==> src/rtl/qdi_chan_bridge_fifo_if.sv <==
// Dual-rail QDI channel pair seen by the bridge: a sink channel (in_d/in_e)
// and a source channel (out_d/out_e).
//
// Handshake: both channels are 4-phase return-to-zero. Data rails carry one
// rail-pair per bit (rail 2i = false, rail 2i+1 = true). The producer raises
// exactly one rail per bit only while the consumer's enable is high. The
// consumer then drops its enable. The producer returns all rails to zero.
// The consumer re-raises its enable. A token is transferred exactly once per
// enable falling edge.
interface qdi_chan_bridge_fifo_if #(
  parameter int WIDTH = 2
);
  logic [2*WIDTH-1:0] in_d;
  logic               in_e;
  logic [2*WIDTH-1:0] out_d;
  logic               out_e;

  // Bridge side
  modport slave (
    input  in_d,
    output in_e,
    output out_d,
    input  out_e
  );

  // Environment side (token producer feeding in_d, consumer driving out_e)
  modport master (
    output in_d,
    input  in_e,
    input  out_d,
    output out_e
  );
endinterface

==> src/rtl/qdi_chan_bridge_fifo.sv <==
// Clocked bridge between two 4-phase dual-rail QDI channels. Sink tokens are
// decoded into a FIFO and re-emitted dual-rail on the source channel, with
// release gating, token counters and a sticky illegal-code flag.
module qdi_chan_bridge_fifo #(
  parameter int WIDTH       = 2,
  parameter int DEPTH       = 4,
  parameter int SYNC_STAGES = 2,
  parameter int CNT_W       = 16,
  localparam int LVL_W      = $clog2(DEPTH + 1)
) (
  input  logic                   clk,
  input  logic                   rst_n,
  input  logic                   chan_release,
  qdi_chan_bridge_fifo_if.slave  ch,
  output logic [CNT_W-1:0]       tok_in_cnt,
  output logic [CNT_W-1:0]       tok_out_cnt,
  output logic [LVL_W-1:0]       level,
  output logic                   err,
  output logic [1:0]             sink_state,
  output logic [1:0]             src_state
);

  localparam int RW = 2 * WIDTH;
  localparam int SW = RW + 1;
  localparam int AW = (DEPTH > 1) ? $clog2(DEPTH) : 1;

  typedef enum logic [1:0] {
    SK_RST          = 2'd0,
    SK_WAIT_VALID   = 2'd1,
    SK_WAIT_NEUTRAL = 2'd2
  } sink_st_t;

  typedef enum logic [1:0] {
    SR_RST        = 2'd0,
    SR_IDLE       = 2'd1,
    SR_WAIT_ACK   = 2'd2,
    SR_WAIT_RESET = 2'd3
  } src_st_t;

  // Synchroniser chain: {out_e, in_d} travel together through every stage
  logic [SW-1:0] sync_q [SYNC_STAGES];
  logic [SW-1:0] sync_d [SYNC_STAGES];

  sink_st_t sink_q, sink_d;
  src_st_t  src_q, src_d;
  logic     in_e_q, in_e_d;
  logic [RW-1:0] out_d_q, out_d_d;
  logic     blk_q, blk_d;
  logic     err_q, err_d;
  logic [CNT_W-1:0] tok_in_q, tok_in_d;
  logic [CNT_W-1:0] tok_out_q, tok_out_d;

  logic [WIDTH-1:0] mem_q [DEPTH];
  logic [WIDTH-1:0] mem_d [DEPTH];
  logic [AW-1:0]    wr_ptr_q, wr_ptr_d;
  logic [AW-1:0]    rd_ptr_q, rd_ptr_d;
  logic [LVL_W-1:0] lvl_q, lvl_d;
  logic             full_q, full_d;
  logic             empty_q, empty_d;

  logic [RW-1:0]    in_s;
  logic             oe_s;
  logic [WIDTH-1:0] dec_val;
  logic [WIDTH-1:0] head;
  logic             word_valid;
  logic             word_bad;
  logic             word_neutral;
  logic             push;
  logic             pop;

  assign in_s         = sync_q[SYNC_STAGES-1][RW-1:0];
  assign oe_s         = sync_q[SYNC_STAGES-1][RW];
  assign word_neutral = (in_s == '0);
  assign head         = mem_q[rd_ptr_q];

  function automatic logic [AW-1:0] ptr_inc(input logic [AW-1:0] p);
    return (p == AW'(DEPTH - 1)) ? '0 : p + AW'(1);
  endfunction

  // Shift asynchronous rails one stage per clock
  always_comb begin
    sync_d[0] = {ch.out_e, ch.in_d};
    for (int i = 1; i < SYNC_STAGES; i++) begin
      sync_d[i] = sync_q[i-1];
    end
  end

  // Dual-rail decode of the synchronised sink word
  always_comb begin
    word_valid = 1'b1;
    word_bad   = 1'b0;
    dec_val    = '0;
    for (int i = 0; i < WIDTH; i++) begin
      dec_val[i] = in_s[2*i+1];
      if (in_s[2*i] == in_s[2*i+1]) word_valid = 1'b0;
      if (in_s[2*i] && in_s[2*i+1]) word_bad = 1'b1;
    end
  end

  // Sink FSM: capture a valid word into the FIFO, then wait for return-to-zero
  always_comb begin
    sink_d   = sink_q;
    in_e_d   = in_e_q;
    blk_d    = blk_q;
    err_d    = err_q;
    tok_in_d = tok_in_q;
    push     = 1'b0;
    case (sink_q)
      SK_RST: begin
        in_e_d = 1'b0;
        if (chan_release) begin
          sink_d = SK_WAIT_VALID;
          in_e_d = 1'b1;
        end
      end
      SK_WAIT_VALID: begin
        // An illegal word blocks capture until the rails have been neutral
        if (word_bad) begin
          err_d = 1'b1;
          blk_d = 1'b1;
        end else if (word_neutral) begin
          blk_d = 1'b0;
        end
        // Enable is already offered, so a valid word is taken even if
        // release has just dropped; otherwise park.
        if (word_valid && !blk_q && !full_q) begin
          push     = 1'b1;
          tok_in_d = tok_in_q + CNT_W'(1);
          in_e_d   = 1'b0;
          sink_d   = SK_WAIT_NEUTRAL;
        end else if (!chan_release) begin
          in_e_d = 1'b0;
          sink_d = SK_RST;
        end
      end
      SK_WAIT_NEUTRAL: begin
        if (word_neutral) begin
          if (chan_release) begin
            in_e_d = 1'b1;
            sink_d = SK_WAIT_VALID;
          end else begin
            in_e_d = 1'b0;
            sink_d = SK_RST;
          end
        end
      end
      default: begin
        in_e_d = 1'b0;
        sink_d = SK_RST;
      end
    endcase
  end

  // Source FSM: pop the head, present it dual-rail, then return to zero
  always_comb begin
    src_d     = src_q;
    out_d_d   = out_d_q;
    tok_out_d = tok_out_q;
    pop       = 1'b0;
    case (src_q)
      SR_RST: begin
        out_d_d = '0;
        if (chan_release) src_d = SR_IDLE;
      end
      SR_IDLE: begin
        if (!chan_release) begin
          src_d = SR_RST;
        end else if (!empty_q && oe_s) begin
          for (int i = 0; i < WIDTH; i++) begin
            out_d_d[2*i+1] = head[i];
            out_d_d[2*i]   = ~head[i];
          end
          pop   = 1'b1;
          src_d = SR_WAIT_ACK;
        end
      end
      SR_WAIT_ACK: begin
        if (!oe_s) begin
          out_d_d   = '0;
          tok_out_d = tok_out_q + CNT_W'(1);
          src_d     = SR_WAIT_RESET;
        end
      end
      SR_WAIT_RESET: begin
        if (oe_s) src_d = chan_release ? SR_IDLE : SR_RST;
      end
      default: begin
        out_d_d = '0;
        src_d   = SR_RST;
      end
    endcase
  end

  // FIFO storage, pointers and registered full/empty flags
  always_comb begin
    mem_d    = mem_q;
    wr_ptr_d = wr_ptr_q;
    rd_ptr_d = rd_ptr_q;
    lvl_d    = lvl_q;
    if (push) begin
      mem_d[wr_ptr_q] = dec_val;
      wr_ptr_d        = ptr_inc(wr_ptr_q);
    end
    if (pop) begin
      rd_ptr_d = ptr_inc(rd_ptr_q);
    end
    if (push && !pop) begin
      lvl_d = lvl_q + LVL_W'(1);
    end else if (pop && !push) begin
      lvl_d = lvl_q - LVL_W'(1);
    end
    full_d  = (lvl_d == LVL_W'(DEPTH));
    empty_d = (lvl_d == '0);
  end

  // State register for all flops, synchronous active-low reset
  always_ff @(posedge clk) begin
    if (!rst_n) begin
      for (int i = 0; i < SYNC_STAGES; i++) sync_q[i] <= '0;
      for (int i = 0; i < DEPTH; i++) mem_q[i] <= '0;
      sink_q    <= SK_RST;
      src_q     <= SR_RST;
      in_e_q    <= 1'b0;
      out_d_q   <= '0;
      blk_q     <= 1'b0;
      err_q     <= 1'b0;
      tok_in_q  <= '0;
      tok_out_q <= '0;
      wr_ptr_q  <= '0;
      rd_ptr_q  <= '0;
      lvl_q     <= '0;
      full_q    <= 1'b0;
      empty_q   <= 1'b1;
    end else begin
      sync_q    <= sync_d;
      mem_q     <= mem_d;
      sink_q    <= sink_d;
      src_q     <= src_d;
      in_e_q    <= in_e_d;
      out_d_q   <= out_d_d;
      blk_q     <= blk_d;
      err_q     <= err_d;
      tok_in_q  <= tok_in_d;
      tok_out_q <= tok_out_d;
      wr_ptr_q  <= wr_ptr_d;
      rd_ptr_q  <= rd_ptr_d;
      lvl_q     <= lvl_d;
      full_q    <= full_d;
      empty_q   <= empty_d;
    end
  end

  assign ch.in_e     = in_e_q;
  assign ch.out_d    = out_d_q;
  assign tok_in_cnt  = tok_in_q;
  assign tok_out_cnt = tok_out_q;
  assign level       = lvl_q;
  assign err         = err_q;
  assign sink_state  = sink_q;
  assign src_state   = src_q;

endmodule

==> src/flat_wrapper.sv <==
// flat-port wrapper written by rule: the top's interface ports become plain ports
module qdi_chan_bridge_fifo_flat 
#(
  parameter int WIDTH       = 2,
  parameter int DEPTH       = 4,
  parameter int SYNC_STAGES = 2,
  parameter int CNT_W       = 16,
  localparam int LVL_W      = $clog2(DEPTH + 1)
)
  (clk, rst_n, chan_release, tok_in_cnt, tok_out_cnt, level, err, sink_state, src_state, ch_in_d, ch_in_e, ch_out_d, ch_out_e);
  qdi_chan_bridge_fifo_if #(.WIDTH(WIDTH)) ch_i ();
  input  logic clk;
  input  logic rst_n;
  input  logic chan_release;
  output logic [CNT_W-1:0] tok_in_cnt;
  output logic [CNT_W-1:0] tok_out_cnt;
  output logic [LVL_W-1:0] level;
  output logic err;
  output logic [1:0] sink_state;
  output logic [1:0] src_state;
  input wire logic [$bits(ch_i.in_d)-1:0] ch_in_d;
  output wire logic [$bits(ch_i.in_e)-1:0] ch_in_e;
  output wire logic [$bits(ch_i.out_d)-1:0] ch_out_d;
  input wire logic [$bits(ch_i.out_e)-1:0] ch_out_e;
  assign ch_i.in_d = ch_in_d;
  assign ch_in_e = ch_i.in_e;
  assign ch_out_d = ch_i.out_d;
  assign ch_i.out_e = ch_out_e;
  qdi_chan_bridge_fifo #(.WIDTH(WIDTH), .DEPTH(DEPTH), .SYNC_STAGES(SYNC_STAGES), .CNT_W(CNT_W)) u_core (.clk(clk), .rst_n(rst_n), .chan_release(chan_release), .ch(ch_i), .tok_in_cnt(tok_in_cnt), .tok_out_cnt(tok_out_cnt), .level(level), .err(err), .sink_state(sink_state), .src_state(src_state));
endmodule
==> config.mk <==
export PLATFORM = sky130hd
export DESIGN_NAME = qdi_chan_bridge_fifo_flat
export DESIGN_NICKNAME = d
export VERILOG_FILES = /design/src/rtl/qdi_chan_bridge_fifo_if.sv /design/src/rtl/qdi_chan_bridge_fifo.sv /design/src/flat_wrapper.sv
export SDC_FILE = /design/constraint.sdc
export NUM_CORES = 1
export LEC_CHECK = 0
export ABC_AREA = 1
export CAP_MARGIN = 25
export CORE_UTILIZATION = 53
export DETAILED_ROUTE_END_ITERATION = 8
export PLACE_DENSITY_LB_ADDON = 0.12
export SLEW_MARGIN = 25
export SYNTH_ARGS = -nofsm -noshare
export SYNTH_HDL_FRONTEND = slang
export SYNTH_SLANG_ARGS = --single-unit
==> constraint.sdc <==
create_clock -name clk -period 2.1 [get_ports clk]
set_input_delay 0.315 -clock clk [delete_from_list [all_inputs] [get_ports clk]]
set_output_delay 0.315 -clock clk [all_outputs]
set_load 0.1 [all_outputs]
After elaboration in Yosys (flattened, before gate mapping)
Cells that the tools add are included.
{ "totals": {"regBits": 70, "latch_bits": 0, "ramBits": 0, "rom_bits": 0, "out_inout_bits": 45, "wordCells": 120, "memories": 0} }
{ "op_classes": {"add_sub_neg": 6, "mul": 0, "n_div": 0, "order_cmp": 3, "eq_ne": 19, "shift": 0, "n_mux": 41, "n_bitwise": 5, "n_reduce_logical": 27} }
{ "op_table": {"columns": ["cell", "count"], "rows": [
  ["$add 16x1->16 const B", 2],
  ["$mux 2", 13],
  ["$mux 1", 16],
  ["$mux 4", 3],
  ["$pmux 4 s3", 1],
  ["$eq 2x2->1 const B", 5],
  ["$reduce_and 2->1", 5],
  ["$bwmux 8", 1],
  ["$logic_and 1x1->1", 8],
  ["$ne 2x2->1 const B", 4],
  ["$pmux 2 s4", 1],
  ["$reduce_and 4->1", 2],
  ["$ge 3x3->1 const B", 2],
  ["$mux 3", 2],
  ["$ne 2x1->1 const B", 3],
  ["$ne 3x2->1 const B", 2],
  ["$not 2->3", 2],
  ["$pmux 2 s3", 1],
  ["$logic_not 1->1", 5],
  ["$add 2x1->2 const B", 2],
  ["$bmux 2 s2", 1],
  ["$demux 2 s2", 1],
  ["$eq 2x1->1 const B", 2],
  ["$logic_not 2->1", 2],
  ["other kinds (12)", 15]
]} }

Logic depth before layout (Yosys ltp)
{ "depth": {"ltp_word": 12, "depth_mapped": 13, "ltp_nobuf": 13} }

Worst setup path before layout
No wires, ideal clock.
{ "synth_timing": {"path_kind": "register to register", "startpoint": "register u_core.tok_in_q[1] (netlist: u_core.tok_in_cnt[1])", "endpoint": "register u_core.tok_in_q[12] (netlist: u_core.tok_in_cnt[12])", "setup_time_ns": 0.119, "arrival_ns": 2.041, "required_ns": 1.981, "slack_ns": -0.060, "stages_incl_launch_ff": 9, "period_less_slack_ns": 2.160, "cell_sequence": "dfxtp_1 ha_1 nand2_1 nor2_1 nand4_1 nor2_2 nand3_1 nand2_1 nor2_1"} }
{ "synth_via": {"elab_chain_len": 1} }
{ "synth_rtl": {"columns": ["element", "line", "text"], "rows": [
  ["start, declared", "qdi_chan_bridge_fifo.sv:50", "logic [CNT_W-1:0] tok_in_q, tok_in_d;"],
  ["start signal, assigned", "qdi_chan_bridge_fifo.sv:243", "tok_in_q <= tok_in_d;"],
  ["$add 16x1->16", "qdi_chan_bridge_fifo.sv:128", "tok_in_d = tok_in_q + CNT_W'(1);"]
]} }
No other way between the ends.
A chain may end at the register's enable or synchronous reset.

Worst setup path after layout
{ "layout_timing": {"startpoint": "register u_core.sync_q, in the netlist u_core.dec_val[0]", "endpoint": "register u_core.full_q"} }
{ "layout_via": {"elab_chain_len": 12, "elab_cells_between_ends": 13} }
{ "layout_rtl": {"columns": ["element", "line", "text"], "rows": [
  ["start, declared", "qdi_chan_bridge_fifo.sv:41", "logic [SW-1:0] sync_q [SYNC_STAGES];"],
  ["start signal, assigned", "qdi_chan_bridge_fifo.sv:235", "sync_q <= sync_d;"],
  ["$eq 1x1->1 *", "qdi_chan_bridge_fifo.sv:95", "if (in_s[2*i] == in_s[2*i+1]) word_valid = 1'b0;"],
  ["$mux 1 * (2 in a row)", "qdi_chan_bridge_fifo.sv:95", null],
  ["$logic_and 1x1->1 * (2 in a row)", "qdi_chan_bridge_fifo.sv:126", "if (word_valid && !blk_q && !full_q) begin"],
  ["$mux 1 *", "qdi_chan_bridge_fifo.sv:126", null],
  ["$mux 1 *", "qdi_chan_bridge_fifo.sv:108", "case (sink_q)"],
  ["$logic_not 1->1", "qdi_chan_bridge_fifo.sv:209", "end else if (pop && !push) begin"],
  ["$logic_and 1x1->1", "qdi_chan_bridge_fifo.sv:209", null],
  ["$mux 3", "qdi_chan_bridge_fifo.sv:209", null],
  ["$mux 3 *", "qdi_chan_bridge_fifo.sv:207", "if (push && !pop) begin"],
  ["$eq 3x3->1 *", "qdi_chan_bridge_fifo.sv:212", "full_d = (lvl_d == LVL_W'(DEPTH));"],
  ["end signal, assigned", "qdi_chan_bridge_fifo.sv:248", "full_q <= full_d;"],
  ["end, declared", "qdi_chan_bridge_fifo.sv:58", "logic full_q, full_d;"]
]} }
Every way passes the cells marked *; elsewhere a longest branch is shown, timed or not.

==> qor.txt <==
YS warnings: 0
Delay-heaviest family, CP: simple AND/OR/NAND/NOR gates
Wire length on met2: 3245 um
Clock buffer depth: 2
Period Utilization, post-route: 85.43%
FF-to-FF End: u_core.full_q
Setup repair bufs after CTS: 0
Cell mode on critical path: nand2_1
Worst EP arrival: 2.08 ns
Required time of the critical path: 2.38 ns
CP max FO: 19
TritonCTS Buffers: 9
Detailed Place HPWL: 5191 um
Vias in the first global route: 2739
Final std cells w/o fill: 609
WHS Path Cells: 2
Mapped Nets: 492
Fmax: 0.5574 GHz
R2R cell count: 12
GRT Util Overall: 23.62%
Final Hold Vio Count: 0
DR vias: 3031
Final WL: 7060 um
Diodes inserted: 0
Critical path, cell by cell: inv_1 -> ha_1 -> nand2_1 -> inv_1 -> nand3_4 -> nand2_2 -> nand2_1 -> nand2_1 -> nand2_1 -> nor2_2 -> inv_1 -> nor2_2
Slew Limit Fails: 0
RR Startpoint: u_core.dec_val[0]
Root buffer cell: clkbuf_8
Die Wd: 81.59 um
Most common cell after layout, fill and taps aside: nand2_1
Leakage: 1.800 nW
Top Metal Used: met4
Iter 0 DRT Violations: 146
Min-Delay Startpoint: u_core.sync_d[1]
Area Growth Syn to Fin: 21.77%
Seq/Total Area, Yosys: 41.74%
IO buf count: 52
Row cnt: 28
Antenna Nets Post-Route: 0
Core Area: 0.006026 mm^2
IO Pins: 53
Max incr delay on CP: 0.33 ns
Hold EP: u_core.dec_val[0]
Pwr Density: 707.9 mW/mm^2
Initial Util: 55.71%
R2R setup slack: 0.31 ns
DRC: 0
Status: complete, no violations
Final Skew: 0.007123 ns
Fraction of layout cells with a size suffix above 1: 17.60%
TritonRoute pass-1 iters: 4
Die Ht: 81.59 um
Vias per cell: 4.977
Post-CTS Resized: 0
Synth Instances: 471
HP Class: reg2reg
Syn Area/Cell: 7.127 um^2
Final net count: 550
CP Class: reg2reg
Largest net degree at the start of global routing: 30
Hold-fix buffers at CTS: 0
H-tree levels: 3
Placer Congestion: 0.8133
Worst path slowest cell: dfxtp_1
Met1 wire length: 3368 um
Crit start category: flip-flop
Slew Limit Headroom: 73.73%
Post-synthesis cell type count: 30
Worst Max-Slew Pin Slew: 0.3940 ns
DIE AREA: 0.006656 mm^2
Max-cap violation count: 0
Synth Cell Area: 0.003357 mm^2
Synth area leaders: dfxtp_1 (42%), nand2_1 (13%), inv_1 (7.9%)
Length of routed met3 wiring: 318 um
RSZ-0062 raised after global routing: no
Worst skew pair latency: 0.34 ns
Remaining global-route overflow: 0
Drt wl/cell: 11.59 um
Top-area cell type share of the netlist area: 41.74%
Worst vdd ir: 0.5424 mV
Minimum clock period after layout: 1.794 ns
First-pass GRT wire length: 12010 um
Clock transition at path regs: 0.07 ns
Initial antenna violation count: 0
Most frequent cells in the layout: nand2_1 (113), inv_1 (71), dfxtp_1 (68), buf_4 (48), a21oi_1 (46)
Placed cells: 593
Crit path buf inv count: 3
Area leader, netlist: dfxtp_1
Setup_tns: 0 ns
Worst setup EP type: flip-flop
Final-layout fill cell count: 556
Final setup fails: 0
Synthesis-stage register bit count: 70
TritonCTS Sinks: 70
CTS tree: yes
cell type report:
type	count	area (um^2)	share of cell area (%)
clock inverters	3	65.06	1.592
repair buffers	55	430.4	10.53
inverters	78	294.0	7.193
clock buffers	13	168.9	4.132
well taps	75	93.84	2.296
multi-input cells	315	1632	39.91
flip-flops and latches	70	1404	34.34
how the worst max path moves through the flow:
stage / startpoint / endpoint / slack (ns) / depth (start not counted)
6_report: u_core.dec_val[0] / u_core.full_q / 0.31 / 12
3_5_place_dp: chan_release / u_core.full_q / 0.20 / 9
3_3_place_gp: chan_release / u_core.full_q / 0.29 / 10
5_1_grt: u_core.dec_val[0] / u_core.empty_q / 0.09 / 12
2_1_floorplan: u_core.sink_state[0] / u_core.empty_q / 0.08 / 11
4_1_cts: u_core.dec_val[0] / u_core.full_q / 0.29 / 12
per-layer routing:
metal / up-vias / track usage (%)
met5: - / 0
met4: 0 / 9.123
met3: 12 / 6.111
met2: 62 / 39.00
met1: 1348 / 29.40
li1: 1609 / -
registers in the layout (all words and copies together), names as in the netlist, named ones only:
signal              flops
u_core.mem_q            8
u_core.empty_q          1
u_core.sync_d           5
u_core.src_state        1
u_core.err              1
u_core.rd_ptr_q         2
u_core.blk_q            1
u_core.ch.out_d         4
u_core.level            3
u_core.ch.in_e          1
u_core.tok_in_cnt      16
u_core.tok_out_cnt     16
u_core.dec_val          2
u_core.sink_state       2
u_core.oe_s             1
u_core.wr_ptr_q         2
u_core.full_q           1
u_core.in_s             2
kinds of logic after synthesis:
logic type / Yosys count / share of synthesized area [%]
AOI/OAI and AO/OA: 80 / 12.19
xor gates and xnor gates: 4 / 1.044
adders and majority gates: 13 / 4.845
buffers and inverters: 86 / 9.653
DFF: 70 / 41.74
and+or+nand+nor: 218 / 30.53
through the flow:
stage          cell area [um^2]  power (mW)  utilization, %  worst slack [ns]  hold WS [ns]
2_1_floorplan              3359       1.602               -           0.07905        0.3905
3_3_place_gp               3854       1.662           63.95            0.2893        0.4005
3_5_place_dp               3854       1.669           63.95            0.1983        0.4007
4_1_cts                    4088       2.923           67.84            0.2870        0.4175
5_1_grt                    4088       3.014           67.84           0.09164        0.4355
6_report                   4088       2.894           67.84            0.3059        0.4159
synthesized netlist by cell type:
| library cell | instances |
|---|---|
| nor2_1 | 38 |
| nand4_2 | 1 |
| buf_1 | 1 |
| o21ai_0 | 28 |
| nand3_2 | 1 |
| nor4_1 | 1 |
| nor2_4 | 8 |
| nor3b_1 | 1 |
| o21ai_1 | 2 |
| dfxtp_1 | 70 |
| xnor2_1 | 2 |
| nor3_1 | 9 |
| clkinv_2 | 1 |
| a31oi_1 | 2 |
| clkbuf_1 | 7 |
| inv_1 | 71 |
| or2_1 | 1 |
| o221ai_1 | 1 |
| ha_1 | 13 |
| nand3_1 | 27 |
| nand4_1 | 6 |
| xor2_1 | 2 |
| a211oi_1 | 1 |
| a21oi_1 | 46 |
| nand2_1 | 113 |
| inv_2 | 6 |
| nand3_4 | 2 |
| nand2_4 | 2 |
| nand2_2 | 4 |
| nor2_2 | 4 |
report_power, final:
| group | internal (mW) | total (mW) | switching [mW] |
|---|---|---|---|
| logic | 0.0756 | 0.264 | 0.188 |
| registers | 1.35 | 1.37 | 0.0208 |
| clock network | 0.766 | 1.26 | 0.491 |
| total | 2.19 | 2.89 | 0.700 |
tightest hold or removal path, stage by stage (launching register included):
cell     delay [ns]
dfxtp_1        0.31
nand2_1        0.05
inv_1          0.04
Note: power is estimated with default switching activity, not from simulation.
